===== src/rtl/ccff_pkg.sv =====
// Shared types and CRC helpers for the ccff chain loader.
// CRC-16-CCITT constants and a one-bit serial update step.
package ccff_pkg;

    typedef enum logic [1:0] {
        ST_IDLE   = 2'd0,
        ST_LOAD   = 2'd1,
        ST_VERIFY = 2'd2,
        ST_FINISH = 2'd3
    } state_e;

    localparam logic [15:0] CRC_POLY = 16'h1021;
    localparam logic [15:0] CRC_INIT = 16'hFFFF;

    function automatic logic [15:0] crc16_step(
        input logic [15:0] crc,
        input logic        b
    );
        logic fb;
        fb = crc[15] ^ b;
        return {crc[14:0], 1'b0} ^ (fb ? CRC_POLY : 16'h0000);
    endfunction

endpackage


===== src/rtl/ccff_crc16.sv =====
// Serial CRC-16-CCITT accumulator, MSB-first, one bit per enabled cycle.
// A clear returns the state to the init value ahead of a new run.
import ccff_pkg::*;

module ccff_crc16 (
    input  logic        clk_i,
    input  logic        rst_ni,
    input  logic        clr_i,
    input  logic        en_i,
    input  logic        bit_i,
    output logic [15:0] crc_o
);

    logic [15:0] crc_q;
    logic [15:0] crc_d;

    always_comb begin
        crc_d = crc_q;
        if (clr_i) begin
            crc_d = CRC_INIT;
        end else if (en_i) begin
            crc_d = crc16_step(crc_q, bit_i);
        end
    end

    always_ff @(posedge clk_i) begin
        if (!rst_ni) begin
            crc_q <= CRC_INIT;
        end else begin
            crc_q <= crc_d;
        end
    end

    assign crc_o = crc_q;

endmodule


===== src/rtl/ccff_loader.sv =====
// Streams bitstream words into a ccff chain, then recirculates the chain
// once to check its contents against the CRC of what was shifted in.
import ccff_pkg::*;

module ccff_loader #(
    parameter int CHAIN_LEN = 42,
    parameter int WORD_W    = 8
) (
    input  logic              prog_clk,
    input  logic              pReset,
    input  logic              start,
    input  logic [WORD_W-1:0] din,
    input  logic              din_valid,
    output logic              din_ready,
    output logic              ccff_head,
    output logic              shift_en,
    input  logic              ccff_tail,
    output logic              busy,
    output logic              done,
    output logic              crc_err
);

    localparam int CW = $clog2(CHAIN_LEN + 1);
    localparam int BW = $clog2(WORD_W + 1);
    localparam logic [CW-1:0] LAST = CW'(CHAIN_LEN - 1);

    state_e            state_q, state_d;
    logic [CW-1:0]     cnt_q, cnt_d;
    logic [WORD_W-1:0] word_q, word_d;
    logic [BW-1:0]     bits_q, bits_d;
    logic              err_q, err_d;

    logic        crc_clr;
    logic        tx_en;
    logic        rx_en;
    logic [15:0] crc_tx;
    logic [15:0] crc_rx;
    logic        mismatch;

    assign mismatch = (crc_rx != crc_tx);

    always_comb begin
        state_d   = state_q;
        cnt_d     = cnt_q;
        word_d    = word_q;
        bits_d    = bits_q;
        err_d     = err_q;
        shift_en  = 1'b0;
        ccff_head = 1'b0;
        din_ready = 1'b0;
        crc_clr   = 1'b0;
        tx_en     = 1'b0;
        rx_en     = 1'b0;
        unique case (state_q)
            ST_IDLE: begin
                if (start) begin
                    state_d = ST_LOAD;
                    cnt_d   = '0;
                    bits_d  = '0;
                    word_d  = '0;
                    err_d   = 1'b0;
                    crc_clr = 1'b1;
                end
            end
            ST_LOAD: begin
                din_ready = (bits_q == '0);
                shift_en  = (bits_q != '0);
                ccff_head = shift_en & word_q[0];
                tx_en     = shift_en;
                if (shift_en) begin
                    word_d = word_q >> 1;
                    bits_d = bits_q - BW'(1);
                    cnt_d  = cnt_q + CW'(1);
                    // Leftover bits of a partial final word are dropped here.
                    if (cnt_q == LAST) begin
                        state_d = ST_VERIFY;
                        cnt_d   = '0;
                        bits_d  = '0;
                        word_d  = '0;
                    end
                end else if (din_valid) begin
                    word_d = din;
                    bits_d = BW'(WORD_W);
                end
            end
            ST_VERIFY: begin
                shift_en  = 1'b1;
                ccff_head = ccff_tail;
                rx_en     = 1'b1;
                cnt_d     = cnt_q + CW'(1);
                if (cnt_q == LAST) begin
                    state_d = ST_FINISH;
                    cnt_d   = '0;
                end
            end
            ST_FINISH: begin
                state_d = ST_IDLE;
                err_d   = err_q | mismatch;
                cnt_d   = '0;
            end
            default: state_d = ST_IDLE;
        endcase
    end

    always_ff @(posedge prog_clk) begin
        if (!pReset) begin
            state_q <= ST_IDLE;
            cnt_q   <= '0;
            word_q  <= '0;
            bits_q  <= '0;
            err_q   <= 1'b0;
        end else begin
            state_q <= state_d;
            cnt_q   <= cnt_d;
            word_q  <= word_d;
            bits_q  <= bits_d;
            err_q   <= err_d;
        end
    end

    ccff_crc16 u_crc_tx (
        .clk_i  (prog_clk),
        .rst_ni (pReset),
        .clr_i  (crc_clr),
        .en_i   (tx_en),
        .bit_i  (ccff_head),
        .crc_o  (crc_tx)
    );

    ccff_crc16 u_crc_rx (
        .clk_i  (prog_clk),
        .rst_ni (pReset),
        .clr_i  (crc_clr),
        .en_i   (rx_en),
        .bit_i  (ccff_tail),
        .crc_o  (crc_rx)
    );

    assign busy    = (state_q != ST_IDLE);
    assign done    = (state_q == ST_FINISH);
    // The mismatch is visible alongside done, then held sticky.
    assign crc_err = err_q | (done & mismatch);

endmodule


===== config.mk =====
export PLATFORM = sky130hd
export DESIGN_NAME = ccff_loader
export DESIGN_NICKNAME = d
export VERILOG_FILES = /design/src/rtl/ccff_pkg.sv /design/src/rtl/ccff_crc16.sv /design/src/rtl/ccff_loader.sv
export SDC_FILE = /design/constraint.sdc
export NUM_CORES = 1
export LEC_CHECK = 0
export ABC_CLOCK_PERIOD_IN_PS = 1700
export CAP_MARGIN = 20
export CORE_MARGIN = 4
export CORE_UTILIZATION = 50
export DETAILED_ROUTE_END_ITERATION = 7
export HOLD_SLACK_MARGIN = 0.1
export PLACE_DENSITY = 0.82
export SLEW_MARGIN = 0
export SYNTH_ARGS = -nofsm -noshare
export SYNTH_HDL_FRONTEND = slang
export SYNTH_SLANG_ARGS = --single-unit

===== constraint.sdc =====
create_clock -name prog_clk -period 1.7 [get_ports prog_clk]
set_input_delay 0.34 -clock prog_clk [delete_from_list [all_inputs] [get_ports prog_clk]]
set_output_delay 0.34 -clock prog_clk [all_outputs]
set_load 0.01 [all_outputs]

Word level (Yosys, flattened, before mapping)

Cells that the tools add are included.

Output and inout port bits: 6
Input port bits: 13
Register bits after elaboration: 53
Word-level logic and storage cells: 69

Bitwise gates (word level): 9
Equal/unequal tests: 10
Reductions and logical operators: 11
Multiplexer cells: 30
$add $sub $neg: 2

Operator list:

| cell                  | count |
|---|---|
| $xor A16 B16 Y16      | 2 |
| $mux W13              | 2 |
| $mux W8               | 3 |
| $pmux W6 S4           | 1 |
| $mux W6               | 3 |
| $mux W4               | 4 |
| $ne A16 B16 Y1        | 1 |
| $pmux W8 S2           | 1 |
| $mux W2               | 4 |
| $ne A2 B2 Y1 const B  | 4 |
| $pmux W2 S4           | 1 |
| $pmux W4 S2           | 1 |
| $mux W7               | 1 |
| $add A6 B1 Y6 const B | 1 |
| $eq A6 B6 Y1 const B  | 1 |
| $mux W1               | 6 |
| $pmux W1 S2           | 3 |
| $reduce_bool A2 Y1    | 3 |
| $eq A2 B2 Y1 const B  | 2 |
| $logic_not A4 Y1      | 1 |
| $reduce_and A2 Y1     | 2 |
| $reduce_and A4 Y1     | 1 |
| $reduce_bool A4 Y1    | 1 |
| $sub A4 B1 Y4 const B | 1 |
| other kinds (9)       | 12 |

Depth between registers and ports, before layout

Gate-level depths: netlist of run 1.

Word-level depth: 6
Mapped depth: 8
Mapped depth without buffers: 7

By module

Synthesis of run 1 repeated with hierarchy kept, for this count alone.

Cells, all modules: 271
Area total of the unflattened synthesis: 2610.0 sq um

Modules (own cells, without submodules):

| module      | times used | seq. area each (sq um) | area an instance (sq um) | cells each |
|---|---|---|---|---|
| ccff_loader | 1          | 420.4                  | 1348.8                   | 157 |
| ccff_crc16  | 2          | 320.3                  | 630.6                    | 57 |

Worst setup path before layout of run 1

Ideal clock, no wire load.

Kind: register to output
Start point: register bits_q[0]
End point: output shift_en
Buffers on the path: 2
Data arrival time: 1567 ps
Path slack: -207 ps
Cell stages (with the launch flop): 8
Required time: 1360 ps
Cells stage by stage: dfxtp_1 -> inv_1 -> ha_1 -> or3b_4 -> and2_1 -> buf_2 -> buf_6 -> o21a_1

Cells in the longest elaborated chain, start to end: 2

Ends and longest elaborated chain:

| element                | line               | source |
|---|---|---|
| from (decl)            | ccff_loader.sv:30  | `logic [BW-1:0] bits_q, bits_d;` |
| from (signal assigned) | ccff_loader.sv:116 | `bits_q <= bits_d;` |
| $reduce_bool A4 Y1     | ccff_loader.sv:67  | `shift_en = (bits_q != '0);` |
| $pmux W1 S2            | ccff_loader.sv:54  | `unique case (state_q)` |
| to (decl)              | ccff_loader.sv:16  | `output logic shift_en,` |

No other way between the ends.

Worst setup path in the final report of run 1

Start point: register u_crc_tx.crc_q[2], in the netlist u_crc_tx.crc_o[2]
End point: output crc_err

Cells in the longest elaborated chain, start to end: 3

Ends and longest elaborated chain:

| element                | line               | source |
|---|---|---|
| from (decl)            | ccff_crc16.sv:14   | `logic [15:0] crc_q;` |
| from (signal assigned) | ccff_crc16.sv:30   | `crc_q <= crc_d;` |
| $ne A16 B16 Y1         | ccff_loader.sv:40  | `assign mismatch = (crc_rx != crc_tx);` |
| $and A1 B1 Y1          | ccff_loader.sv:142 | `assign crc_err = err_q \| (done & mismatch);` |
| $or A1 B1 Y1           | ccff_loader.sv:142 |  |
| to (decl)              | ccff_loader.sv:20  | `output logic crc_err` |

No other way between the ends.

==> results of run 1 <==
## layer usage
metal / wire (um) / GRT usage / up-vias
met3: 252 / 0.0510 / 14
li1: - / - / 1153
met5: 0 / 0 / -
met2: 3790 / 0.409 / 52
met4: 127 / 0.0876 / 0
met1: 2760 / 0.230 / 1166
## worst min-delay path by stage
stage | start | endpoint | slack [ns] | cells past startpoint
floorplan | word_q[7]$_SDFFE_PN0P_ | word_q[7]$_SDFFE_PN0P_ | 0.43 | 2
global placement | word_q[7]$_SDFFE_PN0P_ | word_q[7]$_SDFFE_PN0P_ | 0.44 | 2
detailed placement | word_q[7]$_SDFFE_PN0P_ | word_q[7]$_SDFFE_PN0P_ | 0.46 | 2
CTS | word_q[7]$_SDFFE_PN0P_ | word_q[7]$_SDFFE_PN0P_ | 0.47 | 2
global route | cnt_q[1]$_SDFFE_PN0P_ | cnt_q[1]$_SDFFE_PN0P_ | 0.54 | 2
finish | cnt_q[1]$_SDFFE_PN0P_ | cnt_q[1]$_SDFFE_PN0P_ | 0.50 | 2
## power groups by stage
stage,Sequential (mW),Clock [mW],Combinational (mW)
after global placement,1.46,0,1.54
final,1.48,0.899,2.04
after detailed placement,1.47,0,1.60
after global routing,1.50,0.965,2.18
after floorplan,1.47,0,0.932
after CTS,1.46,0.914,1.70
## worst reg2reg max path: cells and delay by family (launching register included)
family	cells	cell delay (ns)
and+or+nand+nor	1	0.38
adders and majority gates	1	0.13
DFF	1	0.33
buffers and inverters	2	0.21
AOI/OAI and AO/OA	3	0.52
## area by class of cell
cell class | count | area, um2 | share of cell area
clock inverter | 2 | 37.5 | 0.0104
timing repair buffer | 90 | 744 | 0.207
tap | 67 | 83.8 | 0.0233
clock buffer | 6 | 82.6 | 0.0229
inverter | 9 | 36.3 | 0.0101
sequential | 53 | 1070 | 0.297
multi-input combinational | 209 | 1540 | 0.429
## cell families after synthesis
| logic type | after synthesis | share of synthesized area |
|---|---|---|
| adders and majority gates | 8 | 0.0393 |
| and+or+nand+nor | 113 | 0.213 |
| buffers and inverters | 25 | 0.0452 |
| DFF | 53 | 0.417 |
| xor gates and xnor gates | 27 | 0.104 |
| AOI/OAI and AO/OA | 45 | 0.119 |
| muxes | 16 | 0.0634 |
## placed cells by master (no fill, tap or decap), types with 3 or more instances in the layout
| cell type | synthesis | routed |
|---|---|---|
| nor4_1 | 5 | 4 |
| clkdlybuf4s50_1 | 0 | 12 |
| buf_4 | 0 | 64 |
| ha_1 | 8 | 4 |
| nand3_1 | 18 | 18 |
| nand2_1 | 56 | 55 |
| xor2_1 | 17 | 17 |
| dfxtp_1 | 53 | 48 |
| xnor2_1 | 8 | 8 |
| o211ai_1 | 4 | 4 |
| buf_6 | 1 | 8 |
| a21oi_1 | 9 | 7 |
| o21ai_0 | 12 | 6 |
| inv_2 | 0 | 4 |
| buf_2 | 11 | 3 |
| clkbuf_8 | 0 | 6 |
| a221oi_2 | 0 | 7 |
| ha_4 | 0 | 4 |
| nor3_1 | 3 | 3 |
| dfxtp_2 | 0 | 4 |
| mux2i_1 | 15 | 15 |
| o21ai_1 | 1 | 5 |
| nor2_1 | 13 | 12 |
| or3_1 | 3 | 3 |
| inv_1 | 8 | 3 |
## registers in the layout (all words and copies together), names as in the netlist
register	count
u_crc_rx.crc_o	16
u_crc_tx.crc_o	16
word_q	8
cnt_q	6
bits_q	4
state_q	2
err_q	1
## what timing repair did
action,CTS,global route
resized for setup,37,32
setup endpoints to repair,21,31
buffers inserted,3,4
pin swaps,6,10
hold endpoints to repair,0,0
## through the flow
step | util | setup TNS, ns | area, um2
2_1_floorplan | - | -0.110 | 2570
3_3_place_gp | 0.675 | -1.68 | 3250
3_5_place_dp | 0.675 | -2.35 | 3250
4_1_cts | 0.710 | -0.916 | 3420
5_1_grt | 0.747 | -1.47 | 3600
6_report | 0.747 | -0.998 | 3600
==> impl_results.md, run 1 <==
- Status: complete, but fails checks
- Failing checks: negative setup slack
- Later-pin clock latency in the skew report: between 0.3 and 0.4 ns
- Seq cells post-synth: between 50 and 60
- Minimum clock period: between 2 and 2.5 ns
- Largest net degree at the start of global routing: 33
- Placed Cells: roughly 420
- Post-Synthesis Cells: between 200 and 300
- Worst Tran Pin Value: between 0.3 and 0.4 ns
- Synth Area per Inst: about 8.9 um2
- PortBufs: 18
- Max_slew headroom: 0.736
- Detail Placement HPWL: 4410 um
- Dpl ws: -0.396 ns
- CP max stage delay: 0.33 ns
- PnR worst setup slack: -0.348 ns
- Leak: approximately 1.5 nW
- CP required: roughly 1.4 ns
- RSZ-0062 raised after global routing: yes
- Share of layout cells above drive strength 1: 0.331
- Routed Antenna Nets: 0
- FF-to-FF path depth: 7
- Antenna violations before repair: 0
- Core Rows: 25
- Vias in the first global route: around 2500
- Die Span Y: between 70 and 80 um
- Non-filler cells in the finished layout: ~440
- Tot GR Track Use: 0.217
- Die Wd: 79.4 um
- Sequential share of the synthesized area: 0.417
- Routed wire length: ~6900 um
- Vias per std cell: ~5.5
- Worst-path maximum fanout: 2
- Max Cap Viol: 0
- Hold WS: 0.496 ns
- CP max-delay cell: dfxtp_1
- Num Clock Sinks: 53
- Psw: ~1.6 mW
- Layout Area Growth over Synthesis: 41.3%
- Gpl congestion: slightly above 0.8
- Pwr Density: 1230 mW/mm2
- Switching part of the total: 0.358
- Top FF cell, synth: dfxtp_1
- Area leader, netlist: dfxtp_1
- CP startpoint: u_crc_tx.crc_o[2]$_SDFFE_PP1P_
- Yosys Warn Count: 0
- Clock H-tree levels: 2
- Routed WL per cell: 15.9 um
- Crit path buf inv count: 1
- Clock-pin transition on the worst setup and hold timing paths: 0.09 ns
- Worst setup EP type: output pin
- Critical path destination: crc_err
- Io pins: 19
- Peak supply drop: approximately 1200 uV
- Critical path depth: 5
- Final hold vios: 0
- Cts bufs inserted: 5
- Startpoint class of the critical path: flip-flop
- Fin Clk Skew: about 0.012 ns
- Hold Buf Count CTS: 0
- Synth top area share: 0.417
- Number of synthesized flops with an enable pin: 0
- Final worst path period share: 1.20
- Hold Crit Class: flip-flop to flip-flop
- Root Buffer: clkbuf_8
- Critical path arrival: 1.71 ns
- CTS tree: done
- Synth top area cells: dfxtp_1, nand2_1, mux2i_1
- Comb power frac: 0.461
- Max-slew violations: 0
- Pre-Repair DR Iteration Count: 4
- Fmax: ~500 MHz
- Ys async rst share: 0
- CP top delay family: simple AND/OR/NAND/NOR gates
- Clk pwr share: 0.203
- CTS Buffer Depth: 2
- Total Power: between 4 and 5 mW
- Initial Utilization: 0.529
- Worst R2R Setup Slack: about 0.010 ns
- Reg2reg start: bits_q[1]$_SDFFE_PN0P_
- Iteration-0 DRC Markers: between 100 and 150
- Die ar.: ~0.0063 mm2
- Synth top cells by count: nand2_1, dfxtp_1, nand3_1
- Via count: approximately 2400
- Layout Nets: 389
- Total congestion overflow: 0
- Drt drc: 0
- Internal power: 2.84 mW
- Seq pwr share: 0.336
- First-pass GRT wire length: approximately 11000 um
- Core area: ~0.0048 mm2
- Antenna diode count: 0
- Fill count: between 300 and 400
- Synthesized area: approximately 0.0025 mm2
- Crit path cell chain: xor2_1, nor4_1, nand4_1, a21o_1, buf_2
- Most frequent cell after synthesis: nand2_1
- Distinct cells, synth: 44
- Syn_nets: just over 300
- Critical R2R Capture: bits_q[2]$_SDFFE_PN0P_
- Setup violators final: 3
- Crit Path Category: flip-flop to output pin
Power figures use the tool's default switching activity.
==> run 2: changes to the inputs <==
- SETUP_SLACK_MARGIN: unset -> 0.05
==> impl_results.md, run 2 (synthesis gave the netlist of run 1 again) <==
- Status: complete, but fails checks
- Failing checks: negative setup slack
- Root Buffer: clkbuf_8
- Max Cap Viol: 0
- Placed Area: about 0.0033 mm2
- CTS tree: done
- Commonest non-fill, non-tap cell in the layout: buf_4
- Fin Clk Skew: around 0.010 ns
- Antenna diode count: 0
- CTS Buffer Depth: 2
- Final hold vios: 0
- Hold Crit Class: flip-flop to flip-flop
- Largest net degree at the start of global routing: 33
- Tot GR Track Use: 0.224
- Dpl ws: -0.408 ns
- Critical path arrival: roughly 1.7 ns
- Minimum clock period: roughly 2.1 ns
- Io pins: 19
- Busiest grt layer: met2
- Peak supply drop: roughly 1200 uV
- Drt drc: 0
- Vias in the first global route: approximately 2400
- Fill count: approximately 300
- Area occupied by multi-input gates: around 0.0017 mm2
- Placed Cells: 421
- Clock H-tree levels: 2
- Share of layout cells above drive strength 1: 0.383
- Met3 usage: 0.0374
- Max_slew headroom: 0.724
- Core Rows: 25
- Setup violators final: 12
- Final Util: 0.765
- Cts bufs inserted: 5
- Detail Placement HPWL: ~4500 um
- CP required: 1.36 ns
- Core area: slightly below 0.005 mm2
- Reg area: ~0.0011 mm2
- Worst-path maximum fanout: 3
- Die Wd: roughly 79 um
- Num Clock Sinks: 53
- Gpl congestion: 0.868
- Startpoint class of the critical path: flip-flop
- Leak: about 1.5 nW
- Vias per std cell: between 5 and 6
- Iteration-0 DRC Markers: around 270
- Routed wire length: between 8000 and 9000 um
- Die Span Y: around 80 um
- Worst setup EP type: output pin
- Pre-Repair DR Iteration Count: 6
- Commonest cells after routing, fill and taps aside: buf_4, nand2_1, dfxtp_1
- Fin Setup TNS: -1.61 ns
- Non-filler cells in the finished layout: between 400 and 500
- First-pass GRT wire length: roughly 11000 um
- Met1 Track Usage GR: 0.251
- RSZ-0062 raised after global routing: yes
- Antenna violations before repair: 0
- Max-slew violations: 0
- Pwr Density: roughly 1300 mW/mm2
- Fmax: 480 MHz
- Clock-pin transition on the worst setup and hold timing paths: 0.10 ns
- Routed WL per cell: a little over 20 um
- Worst Tran Pin Value: between 0.4 and 0.5 ns
- PnR worst setup slack: -0.385 ns
- Routed Antenna Nets: 0
- Initial Utilization: 0.529
- PortBufs: 18
- Crit Path Category: flip-flop to output pin
- Layout Area Growth over Synthesis: 44.7%
- Final Cell Area: approximately 0.0037 mm2
- Via count: about 2600
- Total congestion overflow: 0
- Later-pin clock latency in the skew report: ~0.31 ns
- Die ar.: ~0.0063 mm2
- Layout Nets: 387
- Met2 Use GR: 0.416
- Final worst path period share: 1.23
run 2: final timing paths:
kind                          start                     end  slack (ns)  cells after the start
max          bits_q[0]$_SDFFE_PN0P_                shift_en       -0.38                      6
min reg2reg   cnt_q[1]$_SDFFE_PN0P_   cnt_q[1]$_SDFFE_PN0P_        0.51                      2
min           cnt_q[1]$_SDFFE_PN0P_   cnt_q[1]$_SDFFE_PN0P_        0.51                      2
max reg2reg  bits_q[0]$_SDFFE_PN0P_  bits_q[2]$_SDFFE_PN0P_       -0.06                      7
run 2: layout make-up:
class                      count  area share
clock buffer                   6      0.0224
clock inverter                 1     0.00204
inverter                       9      0.0105
multi-input combinational    209       0.448
sequential                    53       0.291
tap                           67      0.0228
timing repair buffer          88       0.204
run 2: critical path, cell delays in order (launching register included):
cell	delay, ns
dfxtp_2	0.34
inv_2	0.08
ha_4	0.14
or3b_4	0.38
and2_4	0.16
o21a_1	0.19
buf_2	0.14
run 2: report_power, final:
group	leakage (nW)	internal, mW	switching, mW	total (mW)
Combinational	1.06	1.15	1.28	2.43
Clock	0.0433	0.323	0.411	0.733
Sequential	0.432	1.38	0.127	1.51
Total	1.53	2.85	1.82	4.67
run 2: what timing repair did:
| item | 4_1_cts | 5_1_grt |
|---|---|---|
| endpoints found under the setup margin | 22 | 42 |
| cloned | 0 | 0 |
| gates resized for setup | 48 | 47 |
| hold buffers | 0 | 0 |
| pin swaps | 11 | 12 |
| buffers inserted | 2 | 3 |
run 2: stage by stage:
stage / hold slack (ns) / total power [mW]
after detailed placement: 0.451 / 3.07
after global placement: 0.444 / 3.03
after global routing: 0.536 / 4.84
after floorplan: 0.432 / 2.40
final: 0.513 / 4.67
after CTS: 0.477 / 4.01
run 2: layer usage:
metal	wire length, um	share of wire
met1	3220	0.37
met4	450	0.052
met3	527	0.060
met5	0	0
met2	4540	0.52
